## src/rtl/imm_decode_stage.sv

```systemverilog
// Registered RV32I/RV64I immediate-decode stage between fetch and execute.
// Emits the extended immediate, a format code, an illegal flag and a PC-relative target.
module imm_decode_stage #(
  parameter int unsigned XLEN = 32,
  parameter int unsigned PC_W = 32,
  parameter int unsigned SKID = 1
) (
  input  logic            clk,
  input  logic            rst_n,
  input  logic            flush,
  input  logic            in_valid,
  output logic            in_ready,
  input  logic [31:0]     in_instr,
  input  logic [PC_W-1:0] in_pc,
  output logic            out_valid,
  input  logic            out_ready,
  output logic [XLEN-1:0] out_imm,
  output logic [2:0]      out_fmt,
  output logic            out_illegal,
  output logic [XLEN-1:0] out_tgt,
  output logic            out_tgt_ok,
  output logic [PC_W-1:0] out_pc,
  output logic [31:0]     out_instr
);

  localparam logic [6:0] OpImm    = 7'b0010011;
  localparam logic [6:0] OpLoad   = 7'b0000011;
  localparam logic [6:0] OpJalr   = 7'b1100111;
  localparam logic [6:0] OpStore  = 7'b0100011;
  localparam logic [6:0] OpBranch = 7'b1100011;
  localparam logic [6:0] OpLui    = 7'b0110111;
  localparam logic [6:0] OpAuipc  = 7'b0010111;
  localparam logic [6:0] OpJal    = 7'b1101111;
  localparam logic [6:0] OpReg    = 7'b0110011;

  localparam logic [2:0] FmtR     = 3'd0;
  localparam logic [2:0] FmtI     = 3'd1;
  localparam logic [2:0] FmtS     = 3'd2;
  localparam logic [2:0] FmtB     = 3'd3;
  localparam logic [2:0] FmtU     = 3'd4;
  localparam logic [2:0] FmtJ     = 3'd5;
  localparam logic [2:0] FmtShift = 3'd6;
  localparam logic [2:0] FmtIll   = 3'd7;

  typedef struct packed {
    logic [31:0]     instr;
    logic [PC_W-1:0] pc;
    logic [XLEN-1:0] imm;
    logic [XLEN-1:0] tgt;
    logic [2:0]      fmt;
    logic            illegal;
    logic            tgt_ok;
  } entry_t;

  // Immediate candidates, each built to exactly XLEN bits.
  logic [XLEN-1:0] imm_i, imm_s, imm_b, imm_u, imm_j, imm_sh;
  logic [5:0]      shamt;
  logic [6:0]      opcode;
  logic [2:0]      funct3;
  entry_t          dec;

  assign opcode = in_instr[6:0];
  assign funct3 = in_instr[14:12];
  assign shamt  = (XLEN == 64) ? in_instr[25:20] : {1'b0, in_instr[24:20]};

  assign imm_i  = {{(XLEN-12){in_instr[31]}}, in_instr[31:20]};
  assign imm_s  = {{(XLEN-12){in_instr[31]}}, in_instr[31:25], in_instr[11:7]};
  assign imm_b  = {{(XLEN-12){in_instr[31]}}, in_instr[7], in_instr[30:25], in_instr[11:8], 1'b0};
  assign imm_u  = {{(XLEN-31){in_instr[31]}}, in_instr[30:12], 12'b0};
  assign imm_j  = {{(XLEN-20){in_instr[31]}}, in_instr[19:12], in_instr[20], in_instr[30:21],
                   1'b0};
  assign imm_sh = XLEN'(shamt);

  always_comb begin
    dec       = '0;
    dec.instr = in_instr;
    dec.pc    = in_pc;
    case (opcode)
      OpImm: begin
        if (funct3 == 3'b001 || funct3 == 3'b101) begin
          dec.imm = imm_sh;
          dec.fmt = FmtShift;
        end else begin
          dec.imm = imm_i;
          dec.fmt = FmtI;
        end
      end
      OpLoad, OpJalr: begin
        // JALR target depends on rs1, which is not available here.
        dec.imm = imm_i;
        dec.fmt = FmtI;
      end
      OpStore: begin
        dec.imm = imm_s;
        dec.fmt = FmtS;
      end
      OpBranch: begin
        dec.imm    = imm_b;
        dec.fmt    = FmtB;
        dec.tgt_ok = 1'b1;
      end
      OpLui: begin
        dec.imm = imm_u;
        dec.fmt = FmtU;
      end
      OpAuipc: begin
        dec.imm    = imm_u;
        dec.fmt    = FmtU;
        dec.tgt_ok = 1'b1;
      end
      OpJal: begin
        dec.imm    = imm_j;
        dec.fmt    = FmtJ;
        dec.tgt_ok = 1'b1;
      end
      OpReg: begin
        dec.fmt = FmtR;
      end
      default: begin
        dec.fmt     = FmtIll;
        dec.illegal = 1'b1;
      end
    endcase
    dec.tgt = dec.tgt_ok ? (XLEN'(in_pc) + dec.imm) : '0;
  end

  // Main register drives the outputs; skid register catches a beat taken during a stall.
  entry_t main_q, main_d;
  entry_t skid_q, skid_d;
  logic   main_valid_q, main_valid_d;
  logic   skid_valid_q, skid_valid_d;
  logic   rdy_q, rdy_d;
  logic   accept, drain;

  assign in_ready = (SKID != 0) ? rdy_q : (rdy_q & (~main_valid_q | out_ready));
  assign accept   = in_valid & in_ready;
  assign drain    = main_valid_q & out_ready;

  always_comb begin
    main_d       = main_q;
    skid_d       = skid_q;
    main_valid_d = main_valid_q;
    skid_valid_d = skid_valid_q;
    if (flush) begin
      main_valid_d = 1'b0;
      skid_valid_d = 1'b0;
    end else if (!main_valid_q || drain) begin
      if (skid_valid_q) begin
        main_d       = skid_q;
        main_valid_d = 1'b1;
        skid_valid_d = 1'b0;
        if (accept) begin
          skid_d       = dec;
          skid_valid_d = 1'b1;
        end
      end else if (accept) begin
        main_d       = dec;
        main_valid_d = 1'b1;
      end else begin
        main_valid_d = 1'b0;
      end
    end else if (accept) begin
      // Only reachable with the skid buffer enabled: main is stalled and full.
      skid_d       = dec;
      skid_valid_d = 1'b1;
    end
    rdy_d = ~skid_valid_d;
  end

  always_ff @(posedge clk) begin
    if (!rst_n) begin
      main_q       <= '0;
      skid_q       <= '0;
      main_valid_q <= 1'b0;
      skid_valid_q <= 1'b0;
      rdy_q        <= 1'b0;
    end else begin
      main_q       <= main_d;
      skid_q       <= skid_d;
      main_valid_q <= main_valid_d;
      skid_valid_q <= skid_valid_d;
      rdy_q        <= rdy_d;
    end
  end

  assign out_valid   = main_valid_q;
  assign out_imm     = main_q.imm;
  assign out_fmt     = main_q.fmt;
  assign out_illegal = main_q.illegal;
  assign out_tgt     = main_q.tgt;
  assign out_tgt_ok  = main_q.tgt_ok;
  assign out_pc      = main_q.pc;
  assign out_instr   = main_q.instr;

endmodule

```

## config.mk

```make
export PLATFORM = sky130hd
export DESIGN_NAME = imm_decode_stage
export DESIGN_NICKNAME = d
export VERILOG_FILES = /design/src/rtl/imm_decode_stage.sv
export SDC_FILE = /design/constraint.sdc
export NUM_CORES = 1
export LEC_CHECK = 0
export CORE_MARGIN = 3
export CORE_UTILIZATION = 47
export CTS_CLUSTER_DIAMETER = 40
export DETAILED_ROUTE_END_ITERATION = 8
export PLACE_DENSITY_LB_ADDON = 0.2
export SYNTH_ARGS = -nofsm -noshare
export SYNTH_HDL_FRONTEND = slang
export SYNTH_SLANG_ARGS = --single-unit
```

## constraint.sdc

```tcl
create_clock -name clk -period 5 [get_ports clk]
set_input_delay 1.5 -clock clk [delete_from_list [all_inputs] [get_ports clk]]
set_output_delay 1.5 -clock clk [all_outputs]
set_load 0.01 [all_outputs]
```

==> results of run 1 <==
==> kinds of logic (layout without fill, tap and decap cells) <==
kind of cell / after synthesis / in the layout / share of synthesized area (%)
mux: 65 / 65 / 5.136
fa+ha+maj: 32 / 32 / 3.220
xor+xnor: 28 / 28 / 1.936
buf+inv: 158 / 482 / 4.741
simple gates: 568 / 568 / 18.65
compound gates: 481 / 481 / 23.80
other cells: 0 / 1 / 0
flops: 269 / 269 / 42.51
==> timing repair <==
action / CTS / global route
endpoints found under the setup margin: 2 / 37
pin swaps: 0 / 6
buffers inserted: 0 / 2
gates resized for setup: 2 / 15
==> power breakdown <==
group          switching, mW  internal, mW
Combinational          0.316         0.280
Clock                   1.02          1.61
Sequential            0.0273          2.19
Total                   1.36          4.08
==> placed cells by master, fill, tap and decap left out, types with 9 or more instances in the layout <==
| cell type | instances |
|---|---|
| nor2_1 | 173 |
| nand3_1 | 23 |
| a22oi_1 | 9 |
| clkdlybuf4s50_1 | 201 |
| buf_4 | 172 |
| clkbuf_16 | 38 |
| a221oi_1 | 12 |
| a21o_1 | 17 |
| o21ai_0 | 83 |
| ha_1 | 31 |
| xnor2_1 | 20 |
| a211oi_1 | 96 |
| nor3_1 | 18 |
| a21oi_1 | 183 |
| dfxtp_1 | 268 |
| mux2i_1 | 65 |
| o211ai_1 | 15 |
| inv_1 | 34 |
| nand2_1 | 295 |
==> worst max-delay path: cells and delay by family <==
kind            cells  cell delay [ns]
compound gates      9             1.90
xor+xnor            1             0.11
buf+inv             4             0.88
simple gates        2             0.27
fa+ha+maj           2             0.62
==> worst paths after layout <==
kind                                                  to  slack, ns  depth (start not counted)
worst max register to register  out_tgt[16]$_SDFFE_PN0P_       2.61                          6
worst max-delay path            out_tgt[16]$_SDFFE_PN0P_       0.16                         18
worst min register to register  skid_q[109]$_SDFFE_PN0P_       0.45                          2
worst min-delay path            skid_q[109]$_SDFFE_PN0P_       0.45                          2
==> flip-flops by register name (all words and copies together), names as in the netlist <==
| name | count |
|---|---|
| out_fmt | 3 |
| out_pc | 32 |
| skid_q | 133 |
| in_ready | 1 |
| out_tgt | 32 |
| out_instr | 32 |
| out_imm | 32 |
| out_tgt_ok | 1 |
| skid_valid_q | 1 |
| out_valid | 1 |
| out_illegal | 1 |
==> metrics by stage <==
step / hold WS, ns / worst slack (ns) / std cells / total power, mW / TNS, ns
final: 0.4524 / 0.1586 / 2261 / 5.438 / 0
after global routing: 0.4666 / -0.03269 / 2261 / 5.625 / -0.03269
after CTS: 0.4532 / 0.01483 / 2258 / 5.472 / 0
after detailed placement: 0.4461 / -0.5071 / 2191 / 2.851 / -15.07
after global placement: 0.4398 / -0.3696 / 2191 / 2.845 / -10.35
after floorplan: 0.4323 / 0.2268 / 1601 / 2.523 / 0
==> synth_stat cells, drive strengths merged, types with 2 or more instances <==
cell type | n | area [um2]
a31oi | 6 | 37.54
a21boi | 2 | 15.02
nand4 | 6 | 37.54
o311ai | 7 | 61.31
nand2 | 296 | 1119
a22o | 7 | 61.31
clkbuf | 110 | 412.9
inv | 34 | 127.6
o21a | 4 | 30.03
or4 | 2 | 15.01
nor2 | 174 | 660.6
o211ai | 16 | 125.1
a21oi | 186 | 934.7
a221oi | 13 | 120.1
dfxtp | 269 | 5385
nand4b | 2 | 17.52
and2 | 6 | 37.54
and3 | 10 | 72.57
a211oi | 99 | 743.2
nand2b | 6 | 37.54
a311oi | 3 | 26.28
xor2 | 8 | 70.07
ha | 31 | 387.9
nor3 | 20 | 100.1
or3 | 10 | 62.56
nor2b | 7 | 43.79
a21o | 17 | 127.6
o21bai | 6 | 45.04
nand3 | 23 | 115.1
o21ai | 90 | 454.2
or2 | 3 | 18.77
o31ai | 2 | 15.01
a22oi | 11 | 82.58
mux2i | 65 | 650.6
buf | 13 | 56.30
xnor2 | 20 | 175.2
==> layer usage <==
layer  vias up  part of all wire (%)  routed length (um)  global-route usage (%)
met5         -                     0                   0                       0
met1      5823                    45               18310                   38.14
li1       6206                     -                   -                       -
met3        84                   7.0                2838                   5.087
met4         0                   3.4                1387                   9.806
met2       416                    44               17750                   41.40
==> cell type report <==
class / count / area, um2 / area share (%)
antenna: 1 / 2.502 / 0.01441
clock buffer: 46 / 1041 / 5.994
clock inverter: 21 / 210.2 / 1.210
sequential: 269 / 5389 / 31.03
tap: 335 / 419.2 / 2.413
inverter: 35 / 136.4 / 0.7852
timing repair buffer: 380 / 3420 / 19.69
multi-input combinational: 1174 / 6750 / 38.87
==> summary.txt, run 1 <==
Status
  • Run status: finished, final reports clean

Setup path
  • Arrival time worst endpoint: 5.29 ns
  • Worst Setup SP: in_instr[2]
  • Critical path, cell by cell: clkdlybuf4s50_1, buf_4, nand4_1, buf_4, o21ai_0, a22oi_2, inv_1, ha_1, fa_1, a211oi_2, o32ai_1, a31o_2, a21o_1, a31oi_1, xor2_1, o311ai_0, o21ai_0, nor2_1
  • CP max stage delay: 0.49 ns
  • Startpoint Class: input port
  • FF-to-FF Start: skid_valid_q$_SDFF_PN0_
  • Worst EP required: 5.45 ns
  • Crit-path max FO: 4
  • CP max stage cell: clkdlybuf4s50_1
  • Crit Path Class: in -> reg
  • CP endpoint kind: flip-flop

Floorplan
  • CORE AREA: 0.02628 mm2
  • Die Wd: 170.2 um
  • Core Rows: 59
  • # IOs: 204
  • Die area: 0.02896 mm2
  • Die height: 170.2 um
  • Starting density of the core: 48.20%

Timing
  • Post-route minimum period: 4.841 ns
  • Fmax achieved: 0.2066 GHz
  • Rel. slew slack: 32.47%
  • Slew Limit Fails: 0
  • Final Cycle Share: 96.83%
  • Hold Vio Cnt, Final: 0
  • Setup Skew: 0.01734 ns
  • Least-Margin Pin Slew: 1.013 ns
  • # setup viols final: 0

Drt
  • Detail-routed via count per cell: 5.541
  • DRC errors left: 0
  • DR pass1 iterations: 5
  • WL per Instance: 17.82 um
  • Remaining antenna violation count: 0
  • DRT Wirelength: 40,290 um
  • Via count: 12,530
  • Initial drt markers: 1,008

Placed design
  • Dpl cell area: 0.01604 mm2
  • Dpl hpwl: 28,220 um
  • # port buffers: 203
  • GPL Wtd Cong: 0.9089

CTS
  • CTS max path bufs: 3
  • Total CTS buffers: 38
  • Root Driver: clkbuf_16
  • TritonCTS clock tree: built
  • Skew-Pair Late Insertion Delay: 0.53 ns
  • # hold bufs at CTS: 0
  • Clock sink count: 269
  • H-tree levels: 2
  • Clock Pin Slew Worst Setup and Hold Paths: 0.06 ns

Yosys
  • Avg Cell Area, Syn: 7.912 um2
  • Async set-or-reset flop fraction in the synthesized netlist: 0%
  • Synthesized Nets: 1,702
  • Post-Syn Instances: 1,601
  • Total number of yosys warnings: 0
  • Synth Cell Area: 0.01267 mm2
  • Ys flop type: dfxtp_1
  • Unique masters post-synth: 65
  • Sequential share of the synthesized area: 42.51%
  • Post-synth EDFFs: 0
  • Flops & latches, synth: 269

Power
  • Power per cell area: 313.1 mW/mm2
  • Leak: 6.602 nW
  • Maximum vdd drop: 0.0002524 V

Global routing
  • Aggregate global routing overflow: 0
  • Initial antenna violation count: 1
  • Global Route Usage Sum: 27.04%
  • Global-route wire length before repair: 63,550 um
  • Largest net degree at the start of global routing: 133
  • Vias in the first global route: 11,860

Layout
  • Share of post-route cells with drive strength above 1: 14.23%
  • NumNets Final: 1,999
  • Final instance area: 0.01737 mm2
  • Number of fill cells: 2,269
  • Syn-to-layout area delta: 37.11%
  • Post-layout util: 66.09%

Job
  • Max-Cap Viols: 0

Worst hold path
  • HP Class: reg -> reg
  • Min-Delay Startpoint: skid_q[109]$_SDFFE_PN0P_
No activity file was read; power rests on OpenSTA's default activity.
==> inputs of run 2 (changes only) <==
ABC_CLOCK_PERIOD_IN_PS = 4700   (was default)
TNS_END_PERCENT = 50   (was default)
clock period = 4.7 ns   (was 5 ns; I/O delays follow)
==> summary.txt, run 2 (same netlist as run 1, synthesis figures left out) <==
Global routing
  • Largest net degree at the start of global routing: 133
  • Global-route wire length before repair: 63,110 um
  • Vias in the first global route: 11,860
  • Global Route Usage Sum: 26.83%
  • Initial antenna violation count: 0
  • Aggregate global routing overflow: 0

Layout
  • Max reg flops: 133
  • Share of post-route cells with drive strength above 1: 16.38%
  • Area occupied by multi-input gates: 0.007017 mm2
  • Reg with most FFs: skid_q
  • NumNets Final: 2,006
  • Most common cell after layout, fill and taps aside: nand2_1
  • Syn-to-layout area delta: 40.14%
  • Non-filler instance count after layout: 2,270
  • Number of fill cells: 2,147
  • Number of inserted diodes: 0
  • Most frequent cells in the layout: nand2_1, dfxtp_1, clkdlybuf4s50_1, buf_4, nor2_1
  • Flip-flop and latch area: 0.005389 mm2
  • Post-layout util: 67.55%

Drt
  • Uppermost layer routed: met4
  • Routed wl met2: 18,670 um
  • Remaining antenna violation count: 0
  • DRC errors left: 0
  • DRT Wirelength: 40,530 um
  • DR pass1 iterations: 5
  • Met3 routed WL: 2333 um
  • Initial drt markers: 1,045
  • Via count: 12,640
  • WL per Instance: 17.85 um
  • Detail-routed via count per cell: 5.570
  • M1 WL: 18,760 um

Timing
  • Least-Margin Pin Slew: 1.066 ns
  • Fmax achieved: 0.2178 GHz
  • Final Cycle Share: 97.70%
  • Setup Skew: 0.03376 ns
  • Hold Vio Cnt, Final: 0
  • Hold slack: 0.4506 ns
  • Rel. slew slack: 28.95%
  • # setup viols final: 0
  • Post-route minimum period: 4.592 ns
  • TNS Setup: 0 ns
  • Slew Limit Fails: 0

CTS
  • Skew-Pair Late Insertion Delay: 0.54 ns
  • Total CTS buffers: 38
  • TritonCTS clock tree: built
  • H-tree levels: 2
  • CTS max path bufs: 3
  • Clock sink count: 269
  • Clock Pin Slew Worst Setup and Hold Paths: 0.06 ns
  • Root Driver: clkbuf_16

Setup path
  • Worst EP required: 5.15 ns
  • FF-to-FF Start: skid_valid_q$_SDFF_PN0_
  • Cell mode on critical path: buf_4
  • CP max stage delay: 0.44 ns
  • R2R Setup Slk: 2.01 ns
  • Worst Setup SP: in_instr[1]
  • Top cell family by delay on the critical path: buffers and inverters
  • Arrival time worst endpoint: 5.04 ns
  • Critical path, cell by cell: clkdlybuf4s50_1, and2_4, buf_4, and3_1, a22oi_2, inv_1, ha_1, a21oi_1, nand4b_1, buf_4, a21oi_1, nor2b_1, o21ai_1, buf_4, xor2_1, nand2_1, o21ai_0, buf_4, o211a_1
  • CP max stage cell: clkdlybuf4s50_1
  • CP endpoint kind: flip-flop
  • Crit-path max FO: 5
  • WP buf/inv: 6
  • Crit Path Class: in -> reg
  • Startpoint Class: input port

Floorplan
  • CORE AREA: 0.02628 mm2
  • Die height: 170.2 um
  • Die area: 0.02896 mm2
  • Core Rows: 59
  • Die Wd: 170.2 um
  • Starting density of the core: 48.20%
  • # IOs: 204

Power
  • Leak: 6.706 nW
  • Power, Total: 5.926 mW
  • Maximum vdd drop: 0.0003314 V
  • Power per cell area: 333.8 mW/mm2

Placed design
  • Dpl hpwl: 28,100 um
  • GPL Wtd Cong: 0.9222
  • # port buffers: 203
  • Placed cells: 2,196

Job
  • Max-Cap Viols: 0

Worst hold path
  • Min-Delay Startpoint: out_imm[13]$_SDFFE_PN0P_
  • HP Class: reg -> reg

Status
  • Run status: finished, final reports clean
## run 2: changes by cell type in the layout (fill, tap and decap cells not counted), moves of 3 or more
cell / delta
a221oi_1: -3
clkinv_2: -4
a221oi_2: +3
a22oi_2: +3
a21oi_2: +12
clkbuf_1: +4
o21ai_0: -6
ha_4: +6
a22oi_1: -3
ha_1: -7
buf_4: +7
a21oi_1: -12
clkdlybuf4s50_1: -3
o21ai_1: +5
## run 2: area by class of cell
| cell class | instances | share of cell area (%) |
|---|---|---|
| clock buffers | 49 | 5.871 |
| clock inverters | 21 | 1.522 |
| inverters | 35 | 0.7683 |
| multi-input cells | 1174 | 39.53 |
| flip-flops and latches | 269 | 30.36 |
| well taps | 335 | 2.361 |
| repair buffers | 387 | 19.59 |
## run 2: metrics by stage
stage	setup WS [ns]	area [um2]
3_5_place_dp	-0.7273	16090
5_1_grt	-0.01862	17750
4_1_cts	0.03385	17430
6_report	0.1081	17750
2_1_floorplan	0.01682	12670
3_3_place_gp	-0.6278	16090
## run 2: what timing repair did
item | CTS | global route
setup endpoints to repair | 36 | 36
pin swaps | 2 | 16
gates resized for setup | 11 | 57
buffers inserted | 1 | 3
hold buffers | 0 | 0
## run 2: power by group
part           switching [mW]  leakage, nW  internal, mW
registers              0.0284         2.18          2.33
logic                   0.344         3.90         0.308
clock network            1.10        0.630          1.82
total                    1.47         6.71          4.46
## run 2: per-layer routing
metal,vias up,track usage [%]
met3,58,3.902
met5,-,0
met1,5990,38.35
li1,6206,-
met4,0,6.455
met2,390,42.96
## run 2: worst paths after layout
check | endpoint | cells after the start
setup reg to reg | out_instr[23]$_SDFFE_PN0P_ | 6
hold / removal | out_imm[13]$_SDFFE_PN0P_ | 2
hold reg to reg | out_imm[13]$_SDFFE_PN0P_ | 2
setup / recovery | out_tgt[9]$_SDFFE_PN0P_ | 19
## run 2: worst register-to-register path, delay by kind of cell (launching register included)
kind            cells  cell delay [ns]
compound gates      2             0.50
buf+inv             2             0.88
flops               1             0.80
simple gates        2             0.43
